$ cat config.mk
export PLATFORM = sky130hd
export DESIGN_NAME = udp_receiver_flat
export DESIGN_NICKNAME = d
export VERILOG_FILES = /design/src/rtl/udp_receiver_if.sv /design/src/rtl/udp_receiver.sv /design/src/flat_wrapper.sv
export SDC_FILE = /design/constraint.sdc
export NUM_CORES = 1
export LEC_CHECK = 0
export CAP_MARGIN = 20
export CORE_MARGIN = 5
export CORE_UTILIZATION = 35
export CTS_CLUSTER_DIAMETER = 60
export CTS_CLUSTER_SIZE = 30
export DETAILED_ROUTE_END_ITERATION = 12
export GPL_TIMING_DRIVEN = 1
export PLACE_DENSITY = 0.64
export SLEW_MARGIN = 10
export SYNTH_ARGS = -nofsm -noshare
export SYNTH_HDL_FRONTEND = slang
export SYNTH_SLANG_ARGS = --single-unit
$ cat constraint.sdc
create_clock -name clk -period 4.7 [get_ports clk]
set_clock_uncertainty 0.1 [all_clocks]
set_input_delay 0.94 -clock clk [delete_from_list [all_inputs] [get_ports clk]]
set_output_delay 0.94 -clock clk [all_outputs]
set_load 0.005 [all_outputs]
$ cat src/rtl/udp_receiver_if.sv
// Avalon-ST receive stream from the MAC into the frame parser.
// Only the data/framing signals are used; the status side-band is carried but ignored.
interface udp_receiver_if;
  logic [31:0] rx_data;
  logic        rx_sop;
  logic        rx_eop;
  logic        rx_dval;
  logic [5:0]  rx_err;
  logic        rx_dsav;
  logic [17:0] rx_err_stat;
  logic [3:0]  rx_frm_type;
  logic [1:0]  rx_mod;
  logic        rx_a_full;
  logic        rx_a_empty;
  logic        rx_rdy;

  modport master (
    output rx_data, rx_sop, rx_eop, rx_dval, rx_err, rx_dsav, rx_err_stat,
           rx_frm_type, rx_mod, rx_a_full, rx_a_empty,
    input  rx_rdy
  );

  modport slave (
    input  rx_data, rx_sop, rx_eop, rx_dval, rx_err, rx_dsav, rx_err_stat,
           rx_frm_type, rx_mod, rx_a_full, rx_a_empty,
    output rx_rdy
  );
endinterface

$ cat src/rtl/udp_receiver.sv
// Ethernet/IPv4 receive parser: classifies ARP request, ICMP echo and UDP-to-socket frames,
// realigns UDP payload into the packet buffer and latches reply fields for the transmitter.
module udp_receiver (
  input  logic        clk,
  input  logic        srstb,
  input  logic        rst,
  udp_receiver_if.slave rx,
  input  logic [31:0] ip_my,
  input  logic [15:0] socket_port,
  input  logic [15:0] adr,
  input  logic        rd,
  output logic [10:0] adr_rd,
  input  logic [31:0] data_from_mem,
  output logic [31:0] data,
  output logic [10:0] adr_wr,
  output logic [31:0] data_to_mem,
  output logic        wren_mem,
  output logic        SDRAM_WR,
  output logic        SDRAM_RD,
  output logic [31:0] data_mem2,
  output logic        int_rsv,
  output logic [15:0] size,
  output logic [15:0] length_packet_udp,
  output logic [15:0] adr_udp,
  output logic        send,
  output logic [7:0]  reply,
  output logic [47:0] source_mac,
  output logic [47:0] source_mac_ARP,
  output logic [31:0] ICMP_IP_DEST,
  output logic [7:0]  type_i,
  output logic [7:0]  code,
  output logic [15:0] identifier,
  output logic [15:0] seq_number,
  output logic [15:0] identification,
  output logic [31:0] crc_icmp,
  output logic [15:0] icmp_length,
  output logic [31:0] stat_err,
  output logic [31:0] test
);

  typedef enum logic [1:0] {ST_IDLE = 2'd0, ST_FRAME = 2'd1, ST_FLUSH = 2'd2} state_t;

  // Echo reply checksum: type 8 -> 0 raises the one's-complement sum by 0800h.
  function automatic logic [15:0] icmp_reply_csum(input logic [15:0] csum);
    logic [16:0] sum;
    sum = {1'b0, csum} + 17'h00800;
    return sum[15:0] + {15'd0, sum[16]};
  endfunction

  state_t      state_r, state_nxt_s;
  logic [15:0] w_r, flush_k_r;
  logic [31:0] words_r [1:10];
  logic        rx_rdy_r;

  logic        beat_s, frame_beat_s, eop_s, abandon_s, err_s, long_s, ok_s;
  logic [15:0] idx_s, etype_s, udp_len_s, udp_sz_s, pay_k_s, n_done_s;
  logic [7:0]  proto_s;
  logic        ip_dst_ok_s, udp_hit_s, arp_hit_s, icmp_hit_s, pay_wr_s, pend_s;
  logic        acc_udp_s, acc_arp_s, acc_icmp_s, drop_s;
  logic        unused_s;

  assign beat_s       = rx.rx_dval;
  assign idx_s        = rx.rx_sop ? 16'd0 : w_r;
  assign frame_beat_s = beat_s & (rx.rx_sop | (state_r == ST_FRAME));
  assign eop_s        = frame_beat_s & rx.rx_eop;
  assign abandon_s    = beat_s & rx.rx_sop & (state_r == ST_FRAME);
  assign err_s        = (rx.rx_err != 6'd0);
  // Header words 1..10 are all captured once the frame reaches word 11.
  assign long_s       = (idx_s >= 16'd11);

  assign etype_s     = words_r[3][31:16];
  assign proto_s     = words_r[5][7:0];
  assign ip_dst_ok_s = ({words_r[7][15:0], words_r[8][31:16]} == ip_my);
  assign udp_hit_s   = (etype_s == 16'h0800) && (proto_s == 8'd17) && ip_dst_ok_s &&
                       (words_r[9][31:16] == socket_port);
  assign icmp_hit_s  = (etype_s == 16'h0800) && (proto_s == 8'd1) && ip_dst_ok_s &&
                       (words_r[8][15:8] == 8'h08);
  assign arp_hit_s   = (etype_s == 16'h0806) && (words_r[5][31:16] == 16'd1) &&
                       ({words_r[9][15:0], words_r[10][31:16]} == ip_my);

  assign udp_len_s = words_r[9][15:0];
  assign udp_sz_s  = (udp_len_s > 16'd8) ? ((udp_len_s - 16'd5) >> 2) : 16'd0;
  assign pay_k_s   = idx_s - 16'd11;
  assign pay_wr_s  = frame_beat_s & ~rx.rx_sop & long_s & udp_hit_s & (pay_k_s < udp_sz_s);
  assign n_done_s  = long_s ? (idx_s - 16'd10) : 16'd0;
  assign pend_s    = (n_done_s < udp_sz_s);

  assign ok_s       = eop_s & ~err_s & long_s;
  assign acc_udp_s  = ok_s & udp_hit_s;
  assign acc_arp_s  = ok_s & arp_hit_s;
  assign acc_icmp_s = ok_s & icmp_hit_s;
  assign drop_s     = abandon_s | (eop_s & ~err_s & ~(acc_udp_s | acc_arp_s | acc_icmp_s));

  assign adr_rd    = adr[10:0];
  assign SDRAM_WR  = wren_mem;
  assign rx.rx_rdy = rx_rdy_r;
  assign unused_s  = ^{adr[15:11], rx.rx_dsav, rx.rx_err_stat, rx.rx_frm_type, rx.rx_mod,
                       rx.rx_a_full, rx.rx_a_empty, words_r[1][31:16], words_r[3][15:0],
                       words_r[10][15:0]};

  // Frame state register.
  always_ff @(posedge clk or negedge srstb) begin
    if (!srstb)   state_r <= ST_IDLE;
    else if (rst) state_r <= ST_IDLE;
    else          state_r <= state_nxt_s;
  end

  // Next-state: FLUSH covers the partial last payload word left behind by eop.
  always_comb begin
    state_nxt_s = state_r;
    case (state_r)
      ST_FRAME: begin
        if (eop_s) begin
          if (acc_udp_s && pend_s) state_nxt_s = ST_FLUSH;
          else                     state_nxt_s = ST_IDLE;
        end else begin
          state_nxt_s = ST_FRAME;
        end
      end
      ST_IDLE, ST_FLUSH: begin
        if (beat_s && rx.rx_sop && !rx.rx_eop) state_nxt_s = ST_FRAME;
        else                                   state_nxt_s = ST_IDLE;
      end
      default: state_nxt_s = ST_IDLE;
    endcase
  end

  // Word counting, header capture, payload writes, pulses and error statistics.
  always_ff @(posedge clk or negedge srstb) begin
    if (!srstb) begin
      w_r <= 16'd0;
      flush_k_r <= 16'd0;
      for (int i = 1; i <= 10; i++) words_r[i] <= 32'd0;
      data_mem2 <= 32'd0;
      test <= 32'd0;
      stat_err <= 32'd0;
      wren_mem <= 1'b0;
      adr_wr <= 11'd0;
      data_to_mem <= 32'd0;
      int_rsv <= 1'b0;
      send <= 1'b0;
    end else if (rst) begin
      w_r <= 16'd0;
      flush_k_r <= 16'd0;
      test <= 32'd0;
      stat_err <= 32'd0;
      wren_mem <= 1'b0;
      int_rsv <= 1'b0;
      send <= 1'b0;
    end else begin
      int_rsv <= acc_udp_s;
      send <= acc_arp_s | acc_icmp_s;
      wren_mem <= 1'b0;
      if (beat_s) begin
        data_mem2 <= rx.rx_data;
        test <= test + 32'd1;
      end
      if (frame_beat_s) begin
        if (idx_s != 16'hFFFF) w_r <= idx_s + 16'd1;
        for (int i = 1; i <= 10; i++) begin
          if (idx_s == 16'(i)) words_r[i] <= rx.rx_data;
        end
      end
      if (pay_wr_s) begin
        wren_mem <= 1'b1;
        adr_wr <= pay_k_s[10:0];
        data_to_mem <= {data_mem2[15:0], rx.rx_data[31:16]};
      end else if (state_r == ST_FLUSH) begin
        wren_mem <= 1'b1;
        adr_wr <= flush_k_r[10:0];
        data_to_mem <= {data_mem2[15:0], 16'h0000};
      end
      if (acc_udp_s) flush_k_r <= n_done_s;
      if (eop_s && err_s && (stat_err[15:0] != 16'hFFFF))
        stat_err[15:0] <= stat_err[15:0] + 16'd1;
      if (drop_s && (stat_err[31:16] != 16'hFFFF))
        stat_err[31:16] <= stat_err[31:16] + 16'd1;
    end
  end

  // Reply and datagram descriptors change only when a frame is accepted.
  always_ff @(posedge clk or negedge srstb) begin
    if (!srstb) begin
      size <= 16'd0; length_packet_udp <= 16'd0; adr_udp <= 16'd0;
      reply <= 8'd0; source_mac <= 48'd0; source_mac_ARP <= 48'd0;
      ICMP_IP_DEST <= 32'd0; type_i <= 8'd0; code <= 8'd0;
      identifier <= 16'd0; seq_number <= 16'd0; identification <= 16'd0;
      crc_icmp <= 32'd0; icmp_length <= 16'd0;
    end else begin
      if (acc_udp_s) begin
        size <= pend_s ? (n_done_s + 16'd1) : udp_sz_s;
        length_packet_udp <= udp_len_s;
        adr_udp <= words_r[8][15:0];
        source_mac <= {words_r[1][15:0], words_r[2]};
      end
      if (acc_arp_s) begin
        reply <= 8'h01;
        source_mac <= {words_r[1][15:0], words_r[2]};
        source_mac_ARP <= {words_r[5][15:0], words_r[6]};
        ICMP_IP_DEST <= words_r[7];
      end
      if (acc_icmp_s) begin
        reply <= 8'h02;
        source_mac <= {words_r[1][15:0], words_r[2]};
        ICMP_IP_DEST <= {words_r[6][15:0], words_r[7][31:16]};
        type_i <= words_r[8][15:8];
        code <= words_r[8][7:0];
        identifier <= words_r[9][15:0];
        seq_number <= words_r[10][31:16];
        identification <= words_r[4][15:0];
        crc_icmp <= {16'h0000, icmp_reply_csum(words_r[9][31:16])};
        icmp_length <= words_r[4][31:16] - 16'd20;
      end
    end
  end

  // Host read port and stream-ready flag.
  always_ff @(posedge clk or negedge srstb) begin
    if (!srstb) begin
      data <= 32'd0;
      SDRAM_RD <= 1'b0;
      rx_rdy_r <= 1'b0;
    end else begin
      if (rd) data <= data_from_mem;
      SDRAM_RD <= rd;
      rx_rdy_r <= 1'b1;
    end
  end

endmodule

$ cat src/flat_wrapper.sv
// flat-port wrapper written by rule: the top's interface ports become plain ports
module udp_receiver_flat 
  (clk, srstb, rst, ip_my, socket_port, adr, rd, adr_rd, data_from_mem, data, adr_wr, data_to_mem, wren_mem, SDRAM_WR, SDRAM_RD, data_mem2, int_rsv, size, length_packet_udp, adr_udp, send, reply, source_mac, source_mac_ARP, ICMP_IP_DEST, type_i, code, identifier, seq_number, identification, crc_icmp, icmp_length, stat_err, test, rx_rx_data, rx_rx_sop, rx_rx_eop, rx_rx_dval, rx_rx_err, rx_rx_dsav, rx_rx_err_stat, rx_rx_frm_type, rx_rx_mod, rx_rx_a_full, rx_rx_a_empty, rx_rx_rdy);
  udp_receiver_if rx_i ();
  input  logic clk;
  input  logic srstb;
  input  logic rst;
  input  logic [31:0] ip_my;
  input  logic [15:0] socket_port;
  input  logic [15:0] adr;
  input  logic rd;
  output logic [10:0] adr_rd;
  input  logic [31:0] data_from_mem;
  output logic [31:0] data;
  output logic [10:0] adr_wr;
  output logic [31:0] data_to_mem;
  output logic wren_mem;
  output logic SDRAM_WR;
  output logic SDRAM_RD;
  output logic [31:0] data_mem2;
  output logic int_rsv;
  output logic [15:0] size;
  output logic [15:0] length_packet_udp;
  output logic [15:0] adr_udp;
  output logic send;
  output logic [7:0] reply;
  output logic [47:0] source_mac;
  output logic [47:0] source_mac_ARP;
  output logic [31:0] ICMP_IP_DEST;
  output logic [7:0] type_i;
  output logic [7:0] code;
  output logic [15:0] identifier;
  output logic [15:0] seq_number;
  output logic [15:0] identification;
  output logic [31:0] crc_icmp;
  output logic [15:0] icmp_length;
  output logic [31:0] stat_err;
  output logic [31:0] test;
  input wire logic [$bits(rx_i.rx_data)-1:0] rx_rx_data;
  input wire logic [$bits(rx_i.rx_sop)-1:0] rx_rx_sop;
  input wire logic [$bits(rx_i.rx_eop)-1:0] rx_rx_eop;
  input wire logic [$bits(rx_i.rx_dval)-1:0] rx_rx_dval;
  input wire logic [$bits(rx_i.rx_err)-1:0] rx_rx_err;
  input wire logic [$bits(rx_i.rx_dsav)-1:0] rx_rx_dsav;
  input wire logic [$bits(rx_i.rx_err_stat)-1:0] rx_rx_err_stat;
  input wire logic [$bits(rx_i.rx_frm_type)-1:0] rx_rx_frm_type;
  input wire logic [$bits(rx_i.rx_mod)-1:0] rx_rx_mod;
  input wire logic [$bits(rx_i.rx_a_full)-1:0] rx_rx_a_full;
  input wire logic [$bits(rx_i.rx_a_empty)-1:0] rx_rx_a_empty;
  output wire logic [$bits(rx_i.rx_rdy)-1:0] rx_rx_rdy;
  assign rx_i.rx_data = rx_rx_data;
  assign rx_i.rx_sop = rx_rx_sop;
  assign rx_i.rx_eop = rx_rx_eop;
  assign rx_i.rx_dval = rx_rx_dval;
  assign rx_i.rx_err = rx_rx_err;
  assign rx_i.rx_dsav = rx_rx_dsav;
  assign rx_i.rx_err_stat = rx_rx_err_stat;
  assign rx_i.rx_frm_type = rx_rx_frm_type;
  assign rx_i.rx_mod = rx_rx_mod;
  assign rx_i.rx_a_full = rx_rx_a_full;
  assign rx_i.rx_a_empty = rx_rx_a_empty;
  assign rx_rx_rdy = rx_i.rx_rdy;
  udp_receiver u_core (.clk(clk), .srstb(srstb), .rst(rst), .rx(rx_i), .ip_my(ip_my), .socket_port(socket_port), .adr(adr), .rd(rd), .adr_rd(adr_rd), .data_from_mem(data_from_mem), .data(data), .adr_wr(adr_wr), .data_to_mem(data_to_mem), .wren_mem(wren_mem), .SDRAM_WR(SDRAM_WR), .SDRAM_RD(SDRAM_RD), .data_mem2(data_mem2), .int_rsv(int_rsv), .size(size), .length_packet_udp(length_packet_udp), .adr_udp(adr_udp), .send(send), .reply(reply), .source_mac(source_mac), .source_mac_ARP(source_mac_ARP), .ICMP_IP_DEST(ICMP_IP_DEST), .type_i(type_i), .code(code), .identifier(identifier), .seq_number(seq_number), .identification(identification), .crc_icmp(crc_icmp), .icmp_length(icmp_length), .stat_err(stat_err), .test(test));
endmodule
==> metrics.md <==
| Metric | Value |
|---|---|
| Synth area leaders | `dfrtp_1 (56%), mux2_2 (15%), nand2_1 (4.8%), xor2_1 (2.5%), xnor2_1 (2.3%)` |
| Synth Cell Area | `33300 um2` |
| Vias per cell | `5.08` |
| Slowest cell delay on critical path | `540 ps` |
| Hold Path Class | `input pin to asynchronous set/reset pin` |
| Fin crit period | `between 4000 and 5000 ps` |
| CTS buffer count | `73` |
| Worst-Margin Slew | `roughly 1100 ps` |
| Gpl congestion | `around 0.91` |
| Critical path, cell by cell | `o21a_1 > or2_2 > nor4_1 > xnor2_1 > or2_2 > ha_1 > a21o_1 > a21oi_1 > nor2b_1 > o31ai_1 > nand3_1 > and4bb_2 > o21ba_2 > buf_12 > mux2_2` |
| Clock sinks | `roughly 750` |
| Critical Path RT | `between 5000 and 6000 ps` |
| Util after Layout | `a little under half` |
| Starting DRT DRC Count | `~1800` |
| Worst path most repeated cell | `or2_2` |
| Post-CTS Hold Buffers | `0` |
| Worst-path clk slew | `70 ps` |
| Top post-synthesis cells by count | `dfrtp_1 (751), mux2_2 (437), nand2_1 (430)` |
| RSZ-0062 raised after global routing | `no` |
| Clock latency on the worst-skew pair | `680 ps` |
| Register area share after synthesis | `56.4%` |
| DR DRC count | `0` |
| ANT nets after route | `0` |
| Kind of critical path | `flip-flop to flip-flop` |
| Max VDD drop | `0.000255 V` |
| Worst EP arrival | `4730 ps` |
| Largest net degree at the start of global routing | `108` |
| Core region area | `~95000 um2` |
| Dpl hpwl | `between 80000 and 90000 um` |
| Max Buffers Root-to-Sink | `3` |
| Fin crit share | `between 90% and 100%` |
| CP max-delay cell | `dfrtp_1` |
| Port buffer count | `roughly 580` |
| Status | `completed` |
| Grt total ovfl | `0` |
| Synth Register Bits | `751` |
| Total die area | `101000 um2` |
| Fill count | `8743` |
| I/O Pins | `652` |
| Relative slew slack | `24.3%` |
| CP startpoint kind | `flip-flop` |
| Drt wl/cell | `23.4 um` |
| Main synth FF type | `dfrtp_1` |
| First-pass GRT wire length | `about 170000 um` |
| H-tree levels | `3` |
| Crit path max fanout | `16` |
| Initial Util | `approximately a third` |
| Std-Cell Rows | `~110` |
| CTS tree | `built` |
| Vias in the first global route | `24600` |
| Final Setup Violations | `0` |
| First-pass DRT Iterations | `5` |
| Max Slew Vio Count | `0` |
| Total track usage | `between 20% and 30%` |
| Most common cell in the netlist | `dfrtp_1` |
| Root Driver | `clkbuf_16` |
| Leak Pwr | `20.2 nW` |
| Synth async-reset ratio | `100%` |
| Synth unique cells | `roughly 70` |
| Synth Warn # | `0` |
| Syn_area_per_cell | `11.4 um2` |
| Initial antenna violation count | `37` |
| Max-cap violations | `0` |
| Post-CTS Setup Repair Bufs | `0` |
| Number of synthesized flops with an enable pin | `0` |
| Post-synthesis instance total | `2925` |
| Largest area contributor in the netlist | `dfrtp_1` |
| Final wirelength | `around 110000 um` |
| Max Freq | `roughly 230 MHz` |
| Synth top area share | `56.4%` |
| Final hold viol count | `0` |
| Power Total | `14.0 mW` |
| Vias | `approximately 25000` |
| Layout cells sized above 1 | `20.2%` |
| DIE WIDTH | `319 um` |
| Die Y | `between 300 and 400 um` |
| Area grow syn2layout | `31.0%` |
| Power Dens Cells | `321 nW/um2` |
| Critical Path End Type | `flip-flop` |
| Final-stage net count | `between 3000 and 4000` |
## logic make-up after synthesis
logic type | share of synthesized area (%)
simple gates | 12.9
flops | 56.4
mux | 15.1
compound gates | 5.44
buf+inv | 3.77
xor+xnor | 4.89
fa+ha+maj | 1.50
other cells | 0.0225
## path summary, 6_finish.rpt
| path | start | cells past startpoint | slack, ps | endpoint |
|---|---|---|---|---|
| setup / recovery | u_core.udp_len_s[0]$_DFFE_PN0P_ | 15 | 400 | u_core.data_to_mem[19]$_DFFE_PN0P_ |
| hold / removal | srstb | 1 | 240 | u_core.etype_s[9]$_DFFE_PN0P_ |
| max in group asynchronous | srstb | 2 | 3130 | u_core.adr_udp[15]$_DFFE_PN0P_ |
| setup reg to reg | u_core.udp_len_s[0]$_DFFE_PN0P_ | 15 | 400 | u_core.data_to_mem[19]$_DFFE_PN0P_ |
| hold reg to reg | u_core.words_r[71]$_DFFE_PN0P_ | 2 | 350 | u_core.code[7]$_DFFE_PN0P_ |
| min in group clk | u_core.words_r[71]$_DFFE_PN0P_ | 2 | 350 | u_core.code[7]$_DFFE_PN0P_ |
## state kept, by name (all words and copies together), names as in the netlist, 32 cells and up
name / cells
u_core.ICMP_IP_DEST: 32
u_core.data: 32
u_core.data_mem2: 32
u_core.data_to_mem: 32
u_core.source_mac: 48
u_core.source_mac_ARP: 48
u_core.stat_err: 32
u_core.test: 32
u_core.words_r: 232
## cell usage in the layout (no fill, tap or decap), drive strengths merged, types with 69 or more instances in the layout
| cell | netlist | final |
|---|---|---|
| dfrtp | 751 | 751 |
| clkdlybuf4s50 | 0 | 573 |
| mux2 | 438 | 438 |
| nand2 | 430 | 430 |
| nor2 | 196 | 196 |
| buf | 112 | 115 |
| xor2 | 97 | 97 |
| o21ai | 91 | 91 |
| xnor2 | 89 | 89 |
| a21oi | 80 | 80 |
| clkbuf | 106 | 78 |
| inv | 46 | 75 |
| nand3 | 69 | 69 |
## what timing repair did
action | in CTS | in global routing
endpoints found under the hold margin | 0 | 0
endpoints found under the setup margin | 0 | 30
resized for setup | 0 | 2
## cell type report
type                    instances  area [um2]  share of cell area, %
diodes                         14        35.0                 0.0802
clock buffers                  78        1870                   4.27
repair buffers                688        6860                   15.7
well taps                    1265        1580                   3.63
inverters                      46         173                  0.396
multi-input cells            1931       13500                   30.9
clock inverters                57         875                   2.00
flip-flops and latches        751       18800                   43.0
## worst max-delay path: cells and delay by family, from the launching register on
kind	cells	cell delay (ps)
and+or+nand+nor	6	1550
AOI/OAI and AO/OA	5	1000
DFF	1	540
muxes	1	350
adders and majority gates	1	340
buffers and inverters	1	170
xor gates and xnor gates	1	90
## per-layer routing
layer | up-vias | part of all wire [%] | track usage, %
met1 | 12400 | 43 | 29.1
met3 | 185 | 7.6 | 6.18
met2 | 799 | 46 | 34.7
li1 | 11200 | - | -
met5 | - | 0.12 | 0
met4 | 22 | 3.1 | 6.37
## stage by stage
step                      hold slack (ps)  setup slack (ps)  area [um2]  setup TNS [ps]  instances
after global routing                  260              9.15       43600               0       4821
final                                 237               400       43700               0       4830
after global placement                350              -162       40800           -1890       4680
after detailed placement              354              -211       40800           -3740       4680
after CTS                             217               344       43600               0       4815
after floorplan                       342              3.66       33500               0       2946
## power breakdown
part / switching (mW) / internal [mW] / leakage (nW)
sequential: 0.0685 / 6.57 / 10.3
clock: 3.12 / 3.48 / 1.32
combinational: 0.426 / 0.348 / 8.64
No activity file was read; power rests on OpenSTA's default activity.
